$ cat src/rtl/cam_cmd_initiator_if.sv
// cam_cmd_initiator_if: the bundle of signals around the CAM command initiator.
// It carries the command request, the byte stream to the interpreter, the reply
// byte stream from the interpreter, and the completion response.
// The master modport is the initiator's side. The slave modport is the side that
// issues commands and models the interpreter.
interface cam_cmd_initiator_if #(
    parameter int DATA_W = 32
);
    // Command request
    logic              cmd_valid;
    logic              cmd_ready;
    logic [3:0]        cmd_op;
    logic [DATA_W-1:0] cmd_data;

    // Byte stream to the interpreter
    logic [7:0]        tx_data;
    logic              tx_valid;
    logic              tx_ready;

    // Reply byte stream from the interpreter
    logic [7:0]        rx_data;
    logic              rx_valid;
    logic              rx_ready;

    // Completion response
    logic              rsp_valid;
    logic [2:0]        rsp_status;
    logic [DATA_W-1:0] rsp_data;
    logic              busy;

    modport master (
        input  cmd_valid, cmd_op, cmd_data, tx_ready, rx_data, rx_valid,
        output cmd_ready, tx_data, tx_valid, rx_ready,
               rsp_valid, rsp_status, rsp_data, busy
    );

    modport slave (
        output cmd_valid, cmd_op, cmd_data, tx_ready, rx_data, rx_valid,
        input  cmd_ready, tx_data, tx_valid, rx_ready,
               rsp_valid, rsp_status, rsp_data, busy
    );
endinterface

$ cat src/rtl/cam_cmd_initiator.sv
// cam_cmd_initiator: the command-issuing end of the ASCII CAM control protocol.
//
// The block takes one CAM operation and serialises it into command bytes:
//   opcode char, CR, [payload bytes, CR]
// For get operations it then parses the "value CR LF" reply into a word.
//
// Optional statistics counters are built when the macro
// CAM_CMD_INITIATOR_STATS_EN is defined. That adds the ports stat_cmds,
// stat_errs and stat_drops. Without the macro those ports and their counters
// are absent.
module cam_cmd_initiator #(
    parameter int DATA_W         = 32,
    parameter int TAG_W          = 16,
    parameter int GAP_CYCLES     = 16,
    parameter int TIMEOUT_CYCLES = 4800
) (
    input  logic                 clk_48mhz,
    input  logic                 reset_n,
    cam_cmd_initiator_if.master  bus
`ifdef CAM_CMD_INITIATOR_STATS_EN
    ,
    output logic [15:0]          stat_cmds,
    output logic [15:0]          stat_errs,
    output logic [15:0]          stat_drops
`endif
);

    // Operation codes
    localparam logic [3:0] OP_SET_COMPARAND = 4'd0;
    localparam logic [3:0] OP_GET_COMPARAND = 4'd1;
    localparam logic [3:0] OP_SET_MASK      = 4'd2;
    localparam logic [3:0] OP_GET_MASK      = 4'd3;
    localparam logic [3:0] OP_GET_TAGS      = 4'd5;
    localparam logic [3:0] OP_READ          = 4'd9;
    localparam logic [3:0] OP_LAST_LEGAL    = 4'd10;

    // Protocol characters
    localparam logic [7:0] CHAR_CR = 8'h0D;
    localparam logic [7:0] CHAR_LF = 8'h0A;
    localparam logic [7:0] CHAR_A  = 8'h61;

    // Byte counts and counter widths.
    // At most 16 payload bytes plus 2 terminators, so 5 bits cover every position.
    localparam logic [4:0] DATA_BYTES = 5'(DATA_W / 8);
    localparam logic [4:0] TAG_BYTES  = 5'(TAG_W / 8);
    localparam logic [4:0] PAY_LAST   = 5'(DATA_W / 8 - 1);
    localparam int         GAP_W      = $clog2(GAP_CYCLES + 1);
    localparam int         TO_W       = $clog2(TIMEOUT_CYCLES + 1);
    localparam logic [GAP_W-1:0] GAP_LAST = GAP_W'(GAP_CYCLES - 1);
    localparam logic [TO_W-1:0]  TO_LAST  = TO_W'(TIMEOUT_CYCLES - 1);

    typedef enum logic [3:0] {
        S_IDLE,
        S_CHECK,
        S_SEND_OP,
        S_SEND_CR1,
        S_SEND_PAY,
        S_SEND_CR2,
        S_GAP,
        S_RECV,
        S_DONE
    } state_t;

    typedef enum logic [2:0] {
        ST_OK          = 3'd0,
        ST_ILLEGAL_OP  = 3'd1,
        ST_BAD_PAYLOAD = 3'd2,
        ST_TIMEOUT     = 3'd3,
        ST_FRAMING     = 3'd4
    } status_t;

    state_t            state_q, state_d;
    logic [3:0]        op_q;
    logic [DATA_W-1:0] data_q;
    logic [4:0]        idx_q;
    logic [GAP_W-1:0]  gap_q;
    logic [TO_W-1:0]   to_q;
    logic [DATA_W-1:0] rx_shift_q;
    status_t           status_q;
    logic [DATA_W-1:0] rsp_data_q;
    logic              rx_ready_q;

    logic              op_legal;
    logic              op_is_set;
    logic              op_is_get;
    logic              pay_bad;
    logic [4:0]        reply_bytes;
    logic              tx_fire;
    logic              rx_take;

    // Decode the latched operation and screen the payload for forbidden bytes
    always_comb begin
        // NOTE: every signal written here gets a default first, so no path can infer a latch.
        op_legal    = (op_q <= OP_LAST_LEGAL);
        op_is_set   = (op_q == OP_SET_COMPARAND) || (op_q == OP_SET_MASK);
        op_is_get   = (op_q == OP_GET_COMPARAND) || (op_q == OP_GET_MASK) ||
                      (op_q == OP_GET_TAGS)      || (op_q == OP_READ);
        reply_bytes = (op_q == OP_GET_TAGS) ? TAG_BYTES : DATA_BYTES;
        pay_bad     = 1'b0;
        for (int i = 0; i < DATA_W / 8; i++) begin
            if ((data_q[i*8 +: 8] == CHAR_CR) || data_q[i*8 + 7]) begin
                pay_bad = 1'b1;
            end
        end
    end

    assign tx_fire = bus.tx_valid & bus.tx_ready;
    assign rx_take = bus.rx_valid & rx_ready_q & (state_q == S_RECV);

    // State register
    always_ff @(posedge clk_48mhz or negedge reset_n) begin
        // NOTE: sequential state uses non-blocking assignment so every flop samples pre-edge values.
        if (!reset_n) begin
            state_q <= S_IDLE;
        end else begin
            state_q <= state_d;
        end
    end

    // Next-state and transmit-side outputs
    always_comb begin
        state_d      = state_q;
        bus.tx_valid = 1'b0;
        bus.tx_data  = 8'h00;
        unique case (state_q)
            S_IDLE: begin
                if (bus.cmd_valid) state_d = S_CHECK;
            end
            S_CHECK: begin
                if (!op_legal || (op_is_set && pay_bad)) state_d = S_DONE;
                else                                     state_d = S_SEND_OP;
            end
            S_SEND_OP: begin
                bus.tx_valid = 1'b1;
                bus.tx_data  = CHAR_A + {4'b0000, op_q};
                if (bus.tx_ready) state_d = S_SEND_CR1;
            end
            S_SEND_CR1: begin
                bus.tx_valid = 1'b1;
                bus.tx_data  = CHAR_CR;
                if (bus.tx_ready) begin
                    if (op_is_set)      state_d = S_SEND_PAY;
                    else if (op_is_get) state_d = S_RECV;
                    else                state_d = S_GAP;
                end
            end
            S_SEND_PAY: begin
                bus.tx_valid = 1'b1;
                bus.tx_data  = data_q[idx_q*8 +: 8];
                if (bus.tx_ready && (idx_q == PAY_LAST)) state_d = S_SEND_CR2;
            end
            S_SEND_CR2: begin
                bus.tx_valid = 1'b1;
                bus.tx_data  = CHAR_CR;
                if (bus.tx_ready) state_d = S_GAP;
            end
            S_GAP: begin
                if (gap_q == GAP_LAST) state_d = S_DONE;
            end
            S_RECV: begin
                if (rx_take) begin
                    if ((idx_q == reply_bytes) && (bus.rx_data != CHAR_CR)) state_d = S_DONE;
                    else if (idx_q == reply_bytes + 5'd1)                   state_d = S_DONE;
                end else if (to_q == TO_LAST) begin
                    state_d = S_DONE;
                end
            end
            S_DONE: begin
                state_d = S_IDLE;
            end
            default: begin
                state_d = S_IDLE;
            end
        endcase
    end

    // Datapath: latch the command, step byte/gap/timeout counters, assemble the reply
    always_ff @(posedge clk_48mhz or negedge reset_n) begin
        if (!reset_n) begin
            op_q       <= 4'd0;
            data_q     <= '0;
            idx_q      <= 5'd0;
            gap_q      <= '0;
            to_q       <= '0;
            rx_shift_q <= '0;
            status_q   <= ST_OK;
            rsp_data_q <= '0;
            rx_ready_q <= 1'b0;
        end else begin
            rx_ready_q <= 1'b1;
            unique case (state_q)
                S_IDLE: begin
                    if (bus.cmd_valid) begin
                        op_q       <= bus.cmd_op;
                        data_q     <= bus.cmd_data;
                        idx_q      <= 5'd0;
                        gap_q      <= '0;
                        to_q       <= '0;
                        rx_shift_q <= '0;
                        status_q   <= ST_OK;
                        rsp_data_q <= '0;
                    end
                end
                S_CHECK: begin
                    if (!op_legal)                  status_q <= ST_ILLEGAL_OP;
                    else if (op_is_set && pay_bad)  status_q <= ST_BAD_PAYLOAD;
                end
                S_SEND_PAY: begin
                    if (tx_fire) idx_q <= idx_q + 5'd1;
                end
                S_GAP: begin
                    gap_q <= gap_q + GAP_W'(1);
                end
                S_RECV: begin
                    if (rx_take) begin
                        to_q  <= '0;
                        idx_q <= idx_q + 5'd1;
                        if (idx_q < reply_bytes) begin
                            // Value bytes arrive most significant first
                            rx_shift_q <= (rx_shift_q << 8) | DATA_W'(bus.rx_data);
                        end else if (idx_q == reply_bytes) begin
                            if (bus.rx_data != CHAR_CR) status_q <= ST_FRAMING;
                        end else begin
                            if (bus.rx_data != CHAR_LF) status_q   <= ST_FRAMING;
                            else                        rsp_data_q <= rx_shift_q;
                        end
                    end else if (to_q == TO_LAST) begin
                        status_q <= ST_TIMEOUT;
                    end else begin
                        to_q <= to_q + TO_W'(1);
                    end
                end
                default: begin
                end
            endcase
        end
    end

    assign bus.cmd_ready  = (state_q == S_IDLE);
    assign bus.busy       = (state_q != S_IDLE);
    assign bus.rsp_valid  = (state_q == S_DONE);
    assign bus.rsp_status = status_q;
    assign bus.rsp_data   = rsp_data_q;
    assign bus.rx_ready   = rx_ready_q;

`ifdef CAM_CMD_INITIATOR_STATS_EN
    // Saturating counters of completions, error completions and dropped reply bytes
    always_ff @(posedge clk_48mhz or negedge reset_n) begin
        if (!reset_n) begin
            stat_cmds  <= 16'd0;
            stat_errs  <= 16'd0;
            stat_drops <= 16'd0;
        end else begin
            if (bus.rsp_valid && (stat_cmds != 16'hFFFF)) begin
                stat_cmds <= stat_cmds + 16'd1;
            end
            if (bus.rsp_valid && (status_q != ST_OK) && (stat_errs != 16'hFFFF)) begin
                stat_errs <= stat_errs + 16'd1;
            end
            if (bus.rx_valid && rx_ready_q && (state_q != S_RECV) && (stat_drops != 16'hFFFF)) begin
                stat_drops <= stat_drops + 16'd1;
            end
        end
    end
`endif

endmodule

$ cat src/flat_wrapper.sv
// flat-port wrapper written by rule: the top's interface ports become plain ports
module cam_cmd_initiator_flat 
#(
    parameter int DATA_W         = 32,
    parameter int TAG_W          = 16,
    parameter int GAP_CYCLES     = 16,
    parameter int TIMEOUT_CYCLES = 4800
)
  (clk_48mhz, reset_n, bus_cmd_valid, bus_cmd_op, bus_cmd_data, bus_tx_ready, bus_rx_data, bus_rx_valid, bus_cmd_ready, bus_tx_data, bus_tx_valid, bus_rx_ready, bus_rsp_valid, bus_rsp_status, bus_rsp_data, bus_busy);
  cam_cmd_initiator_if #(.DATA_W(DATA_W)) bus_i ();
  input  logic clk_48mhz;
  input  logic reset_n;
  input wire logic [$bits(bus_i.cmd_valid)-1:0] bus_cmd_valid;
  input wire logic [$bits(bus_i.cmd_op)-1:0] bus_cmd_op;
  input wire logic [$bits(bus_i.cmd_data)-1:0] bus_cmd_data;
  input wire logic [$bits(bus_i.tx_ready)-1:0] bus_tx_ready;
  input wire logic [$bits(bus_i.rx_data)-1:0] bus_rx_data;
  input wire logic [$bits(bus_i.rx_valid)-1:0] bus_rx_valid;
  output wire logic [$bits(bus_i.cmd_ready)-1:0] bus_cmd_ready;
  output wire logic [$bits(bus_i.tx_data)-1:0] bus_tx_data;
  output wire logic [$bits(bus_i.tx_valid)-1:0] bus_tx_valid;
  output wire logic [$bits(bus_i.rx_ready)-1:0] bus_rx_ready;
  output wire logic [$bits(bus_i.rsp_valid)-1:0] bus_rsp_valid;
  output wire logic [$bits(bus_i.rsp_status)-1:0] bus_rsp_status;
  output wire logic [$bits(bus_i.rsp_data)-1:0] bus_rsp_data;
  output wire logic [$bits(bus_i.busy)-1:0] bus_busy;
  assign bus_i.cmd_valid = bus_cmd_valid;
  assign bus_i.cmd_op = bus_cmd_op;
  assign bus_i.cmd_data = bus_cmd_data;
  assign bus_i.tx_ready = bus_tx_ready;
  assign bus_i.rx_data = bus_rx_data;
  assign bus_i.rx_valid = bus_rx_valid;
  assign bus_cmd_ready = bus_i.cmd_ready;
  assign bus_tx_data = bus_i.tx_data;
  assign bus_tx_valid = bus_i.tx_valid;
  assign bus_rx_ready = bus_i.rx_ready;
  assign bus_rsp_valid = bus_i.rsp_valid;
  assign bus_rsp_status = bus_i.rsp_status;
  assign bus_rsp_data = bus_i.rsp_data;
  assign bus_busy = bus_i.busy;
  cam_cmd_initiator #(.DATA_W(DATA_W), .TAG_W(TAG_W), .GAP_CYCLES(GAP_CYCLES), .TIMEOUT_CYCLES(TIMEOUT_CYCLES)) u_core (.clk_48mhz(clk_48mhz), .reset_n(reset_n), .bus(bus_i));
endmodule
$ cat config.mk
export PLATFORM = sky130hd
export DESIGN_NAME = cam_cmd_initiator_flat
export DESIGN_NICKNAME = d
export VERILOG_FILES = /design/src/rtl/cam_cmd_initiator_if.sv /design/src/rtl/cam_cmd_initiator.sv /design/src/flat_wrapper.sv
export SDC_FILE = /design/constraint.sdc
export NUM_CORES = 1
export LEC_CHECK = 0
export ABC_CLOCK_PERIOD_IN_PS = 2860
export BUFFER_PORTS_ARGS = -buffer_cell sky130_fd_sc_hd__buf_2
export CAP_MARGIN = 25
export CORE_UTILIZATION = 23
export DETAILED_ROUTE_END_ITERATION = 8
export GPL_ROUTABILITY_DRIVEN = 0
export PLACE_DENSITY_LB_ADDON = 0.08
export SLEW_MARGIN = 0
export SYNTH_ARGS = -nofsm -noshare
export SYNTH_HDL_FRONTEND = slang
export SYNTH_SLANG_ARGS = --single-unit
$ cat constraint.sdc
create_clock -name clk_48mhz -period 2.86 [get_ports clk_48mhz]
set_clock_uncertainty 0.15 [all_clocks]
set_input_delay 0.286 -clock clk_48mhz [delete_from_list [all_inputs] [get_ports clk_48mhz]]
set_output_delay 0.286 -clock clk_48mhz [all_outputs]
set_load 0.005 [all_outputs]
==> reports/qor.yml, run 1 <==
grt_pass1_wl_um: 26800
cts-htree-levels: 4
max_freq_ghz: 0.379
via_count: 4771
ys_warn_count: 0
peakVddDrop_mv: 0.347
die_area_sq_mm: 0.0270
ff2ff_setup_slack_ps: 320
critPathLaunchType: "flop"
avgViaCountPerCell: 4.41
routed_wl_um: 16400
r2r_cells: 8
rsz0062_at_grt: "no"
clk-insertion-delay-late_ps: 410
grt_max_degree: 67
finalCritPeriodShare_pct: 92.3
place_area_sq_mm: 0.00702
stdcell_area_sq_mm: 0.00806
synthCells: 587
grt_use_total_pct: 13.0
die_w_um: 164
timing.hold.ws_ps: 27.0
p_total_mw: 7.20
timing.rr.end: "u_core.bus.rsp_status[0]$_DFFE_PN0P_"
worstHoldPathCells: 3
cp_max_fo: 8
endpoint_kind: "output port"
dr.pass1.iters: 4
fin_crit_ps: 2640
clk_pin_slew_ps: 60
grt_pass1_vias: 4984
syn_area_per_cell_sq_um: 10.3
clock-sinks: 131
async_reset_ff_share_pct: 100
maxCapViolations: 0
startpoint: "u_core.state_q[3]$_DFFE_PN0P_"
required_ps: 2420
relSlewSlack_pct: 55.6
dr.first_iter.drc_count: 178
place_hpwl_um: 11500
critical_path_class: "reg2out"
synth_edf_count: 0
ant_nets: 0
wl_per_cell_um: 15.1
hold_path_startpoint: "bus_rx_data[0]"
num_antenna_cells: 0
cts_max_path_buffers: 2
worst_pin_slew_ps: 667
io_buffers: 96
synth_top_flop_cell: "dfrtp_1"
num_rows: 59
drive_above_1_share_pct: 27.7
ys_ff_latch: 131
gr-total-overflow: 0
leakage_nw: 3.62
root_buffer: "clkbuf_16"
r2r_start: "u_core.op_q[1]$_DFFE_PN0P_"
ys_types: 61
setup_viol: 0
syn_nets: 644
drv_slew: 0
whs_endpoint: "u_core.rx_shift_q[0]$_DFFE_PN0P_"
p_per_area_mw_per_mm2: 893
hold_viol_final: 0
synth.yosys.seq_area_share_pct: 54.2
syn_to_final_growth_pct: 33.2
netlist_area_sq_mm: 0.00605
numCtsBuffers: 17
io_pins: 97
drc: 0
core-area_sq_mm: 0.0259
final_nets: 791
fin_tns_setup_ps: 0
initial_core_util_pct: 23.4
outcome: "finished clean"
min_path_type: "in2reg"
fp.dieH_um: 164
antenna_found_initial: 0
cp.arrival_ps: 2200
cts_tree: "done"
metal layers:
metal | up-vias | part of all wire (%) | track usage (%)
met3 | 21 | 3.8 | 3.06
li1 | 2353 | - | -
met2 | 103 | 49 | 21.3
met4 | 0 | 1.8 | 4.50
met1 | 2294 | 46 | 16.5
met5 | - | 0 | 0
per-stage QoR:
stage / std cells / setup slack [ps] / util [%]
after floorplan: 587 / 527 / -
after global placement: 1006 / 356 / 27.1
after detailed placement: 1006 / 335 / 27.1
after CTS: 1082 / 158 / 31.1
after global routing: 1082 / 18.4 / 31.1
final: 1082 / 221 / 31.1
cells in the final DEF (no fill, tap or decap), drive strengths merged, types with 2 or more instances in the layout:
cell type	count
nand2	138
dfrtp	131
buf	113
o21ai	88
dlygate4sd3	44
mux2	41
nor2	25
clkbuf	18
nand3	16
inv	15
a21oi	12
xor2	11
mux4	8
ha	8
nand4	5
nor4bb	5
and3	5
xnor2	4
a22o	4
a211oi	4
and2	4
nor3	3
o211ai	3
nor4	3
nor4b	3
clkinvlp	3
and4	3
nor2b	2
mux2i	2
clkinv	2
bufinv	2
a21o	2
critical path: stages, from the launching register on:
cell and delay (ps):
dfrtp_1 430, buf_4 180, nor2b_1 270, nand2_2 160, nor3_1 160, buf_4 200, nand2_1 100, o211ai_1 110
buf_2 160
flip-flops by register name, summed over array words and instances (netlist names):
name / flops
u_core.op_q: 4
u_core.to_q: 13
u_core.bus.rx_ready: 1
u_core.bus.rsp_data: 32
u_core.state_q: 4
u_core.gap_q: 5
u_core.rx_shift_q: 32
u_core.data_q: 32
u_core.idx_q: 5
u_core.bus.rsp_status: 3
logic make-up (layout without fill, tap and decap cells):
| group | after synthesis | after routing | share of synthesized area (%) |
|---|---|---|---|
| xor+xnor | 15 | 15 | 2.17 |
| other cells | 1 | 1 | 0.0620 |
| flops | 131 | 131 | 54.2 |
| fa+ha+maj | 8 | 8 | 1.65 |
| buf+inv | 37 | 197 | 2.46 |
| compound gates | 126 | 126 | 12.1 |
| simple gates | 218 | 218 | 16.4 |
| mux | 51 | 51 | 10.9 |
worst max-delay path by stage:
stage	end	slack, ps	depth (start not counted)
5_1_grt	bus_tx_data[4]	20	8
4_1_cts	bus_tx_data[3]	160	8
3_5_place_dp	u_core.bus.rsp_status[1]$_DFFE_PN0P_	330	8
6_report	bus_tx_data[3]	220	8
3_3_place_gp	u_core.bus.rsp_status[0]$_DFFE_PN0P_	360	8
2_1_floorplan	u_core.bus.rsp_status[0]$_DFFE_PN0P_	530	6
final cells by class:
type                       count  area, sq um
timing repair buffer         157         1090
clock inverter                14          169
clock buffer                  18          429
multi-input combinational    419         2650
inverter                       8         30.0
tap                          335          419
sequential                   131         3280
fill                        2709        17800
synthesized netlist by cell type, types with 3 or more instances:
cell type | instances | area, sq um
o21ai_0 | 86 | 430
nor2_1 | 25 | 93.8
mux4_2 | 8 | 180
inv_1 | 8 | 30.0
o211ai_1 | 3 | 22.5
nand4_1 | 5 | 31.3
a22o_1 | 3 | 26.3
nor3_1 | 3 | 15.0
nand2_1 | 137 | 514
nor4b_1 | 3 | 26.3
a21oi_1 | 11 | 55.1
nor4bb_1 | 5 | 50.1
nand3_1 | 16 | 80.1
ha_1 | 8 | 100
nor4_1 | 3 | 18.8
a211oi_1 | 3 | 22.5
dfrtp_1 | 131 | 3280
mux2_2 | 39 | 439
clkbuf_1 | 23 | 86.3
and3_1 | 3 | 18.8
xor2_1 | 11 | 96.3
xnor2_1 | 4 | 35.0
buf_1 | 3 | 11.3
power by group:
part           total (mW)  switching [mW]  internal (mW)
clock                2.23           0.919           1.32
combinational        2.40            1.28           1.12
sequential           2.57           0.325           2.24
what timing repair did:
action | CTS | global route
setup endpoints to repair | 0 | 3
resized for setup | 0 | 1
hold endpoints to repair | 107 | 0
hold buffers | 44 | 0
buffers inserted | 0 | 0
Power figures use the tool's default switching activity.
==> run 2: changes to the inputs <==
--- a/config.mk
+++ b/config.mk
@@ -11,7 +11,9 @@
 export CORE_UTILIZATION = 23
 export DETAILED_ROUTE_END_ITERATION = 8
 export GPL_ROUTABILITY_DRIVEN = 0
+export HOLD_SLACK_MARGIN = 0.05
 export PLACE_DENSITY_LB_ADDON = 0.08
+export SKIP_CTS_REPAIR_TIMING = 1
 export SLEW_MARGIN = 0
 export SYNTH_ARGS = -nofsm -noshare
 export SYNTH_HDL_FRONTEND = slang
==> run 2 against run 1 <==
Net effect: via count down 0.78%; wire length down 0.11%; non-clock buffer count unchanged; total power about the same; core utilization unchanged; critical endpoint unchanged.
==> reports/qor.yml, run 2 (synthesized netlist as in run 1, its figures left out) <==
outcome: "finished clean"  # unchanged
slowest_delay_ps: 430  # about the same
crit_buf_inv: 3  # unchanged
fin_crit_ps: 2630  # was 2640 ps
numCtsBuffers: 17  # unchanged
cts_max_path_buffers: 2  # unchanged
hold_path_startpoint: "bus_rx_data[3]"  # was bus_rx_data[0]
critPathTopFamily: "simple AND/OR/NAND/NOR gates"  # unchanged
avgViaCountPerCell: 4.38  # was 4.41
setup_viol: 0  # unchanged
relSlewSlack_pct: 56.3  # was 55.6%
critPathLaunchType: "flop"  # unchanged
cp.arrival_ps: 2190  # was 2200 ps
place_hpwl_um: 11500  # unchanged
place_inst: 1006  # unchanged
dr.pass1.iters: 4  # unchanged
required_ps: 2420  # about the same
most-common-layout-cells: "nand2_1 (136), dfrtp_1 (131), buf_2 (95)"  # unchanged
num_antenna_cells: 0  # unchanged
via_count: 4734  # was 4,771
num_rows: 59  # unchanged
finalNonFillerCells: 1082  # unchanged
r2r_start: "u_core.op_q[1]$_DFFE_PN0P_"  # unchanged
layout_commonest_cell: "nand2_1"  # unchanged
cp_max_fo: 8  # unchanged
peakVddDrop_mv: 0.345  # was 0.347 mV
fp.dieH_um: 164  # unchanged
root_buffer: "clkbuf_16"  # unchanged
fin_tns_setup_ps: 0  # unchanged
grt_pass1_wl_um: 26200  # was 26,800 um
startpoint: "u_core.state_q[3]$_DFFE_PN0P_"  # unchanged
io_buffers: 96  # unchanged
wl_per_cell_um: 15.1  # about the same
critical_path_class: "reg2out"  # unchanged
cts_tree: "done"  # unchanged
ff2ff_setup_slack_ps: 330  # was 320 ps
drive_above_1_share_pct: 27.7  # unchanged
clock-sinks: 131  # unchanged
endpoint_kind: "output port"  # unchanged
slowest_stage: "dfrtp_1"  # unchanged
grt_use_total_pct: 12.8  # was 13.0%
ant_nets: 0  # unchanged
final_nets: 791  # unchanged
antenna_found_initial: 0  # unchanged
drc: 0  # unchanged
cts-htree-levels: 4  # unchanged
die_area_sq_mm: 0.0270  # unchanged
min_path_type: "in2reg"  # unchanged
routed_wl_um: 16400  # about the same
worst_pin_slew_ps: 656  # was 667 ps
dr.first_iter.drc_count: 172  # was 178
die_w_um: 164  # unchanged
max_freq_ghz: 0.381  # was 0.379 GHz
rsz0062_at_grt: "no"  # unchanged
path_cells: "buf_4, nor2b_1, nand2_2, nor3_1, buf_4, nand2_1, o211ai_1, buf_2"  # unchanged
p_total_mw: 7.20  # about the same
grt_pass1_vias: 4789  # was 4,984
clk_pin_slew_ps: 60  # about the same
gr-total-overflow: 0  # unchanged
syn_to_final_growth_pct: 33.2  # unchanged
p_per_area_mw_per_mm2: 893  # about the same
hold_viol_final: 0  # unchanged
maxCapViolations: 0  # unchanged
fillCellCount: 2708  # was 2,709
clk-insertion-delay-late_ps: 410  # about the same
timing.hold.ws_ps: 4.73  # was 27.0 ps
drv_slew: 0  # unchanged
critPathMostFrequentCell: "buf_4"  # unchanged
grt_max_degree: 67  # unchanged
fin_util_pct: 31.1  # unchanged
core-area_sq_mm: 0.0259  # unchanged
initial_core_util_pct: 23.4  # unchanged
leakage_nw: 3.62  # unchanged
finalCritPeriodShare_pct: 91.8  # was 92.3%
io_pins: 97  # unchanged
## run 2: worst paths after layout
kind,cells after the start,to
min reg2reg,2,u_core.bus.rsp_data[28]$_DFFE_PN0P_
max in group asynchronous,3,u_core.bus.rsp_status[2]$_DFFE_PN0P_
min in group asynchronous,2,u_core.bus.rsp_data[22]$_DFFE_PN0P_
max reg2reg,8,u_core.bus.rsp_status[0]$_DFFE_PN0P_
min,3,u_core.rx_shift_q[3]$_DFFE_PN0P_
max,8,bus_tx_data[3]
## run 2: power by group
group	leakage (nW)	switching, mW	internal (mW)
Clock	0.284	0.918	1.32
Sequential	1.74	0.322	2.24
Combinational	1.60	1.28	1.12
Total	3.62	2.52	4.68
## run 2: area by class of cell
cell class | instances | area, sq um | share of cell area, %
inverters | 8 | 30.0 | 0.372
flip-flops and latches | 131 | 3280 | 40.7
multi-input cells | 419 | 2650 | 32.8
clock inverters | 14 | 169 | 2.09
repair buffers | 157 | 1090 | 13.5
clock buffers | 18 | 429 | 5.32
well taps | 335 | 419 | 5.20
## run 2: tightest hold or removal path: stages
cell     delay (ps)
buf_2           120
nand2_1          50
o21ai_0          60
## run 2: routing by layer
metal | wire, um | global-route usage [%]
met3 | 592 | 3.38
met5 | 0 | 0
met1 | 7510 | 16.3
met2 | 7960 | 20.6
met4 | 291 | 4.46
## run 2: stage by stage
stage               setup slack (ps)  instance area [sq um]
floorplan                        527                   6050
global placement                 356                   7020
detailed placement               335                   7020
CTS                              158                   7620
global route                    18.4                   8060
finish                           234                   8060
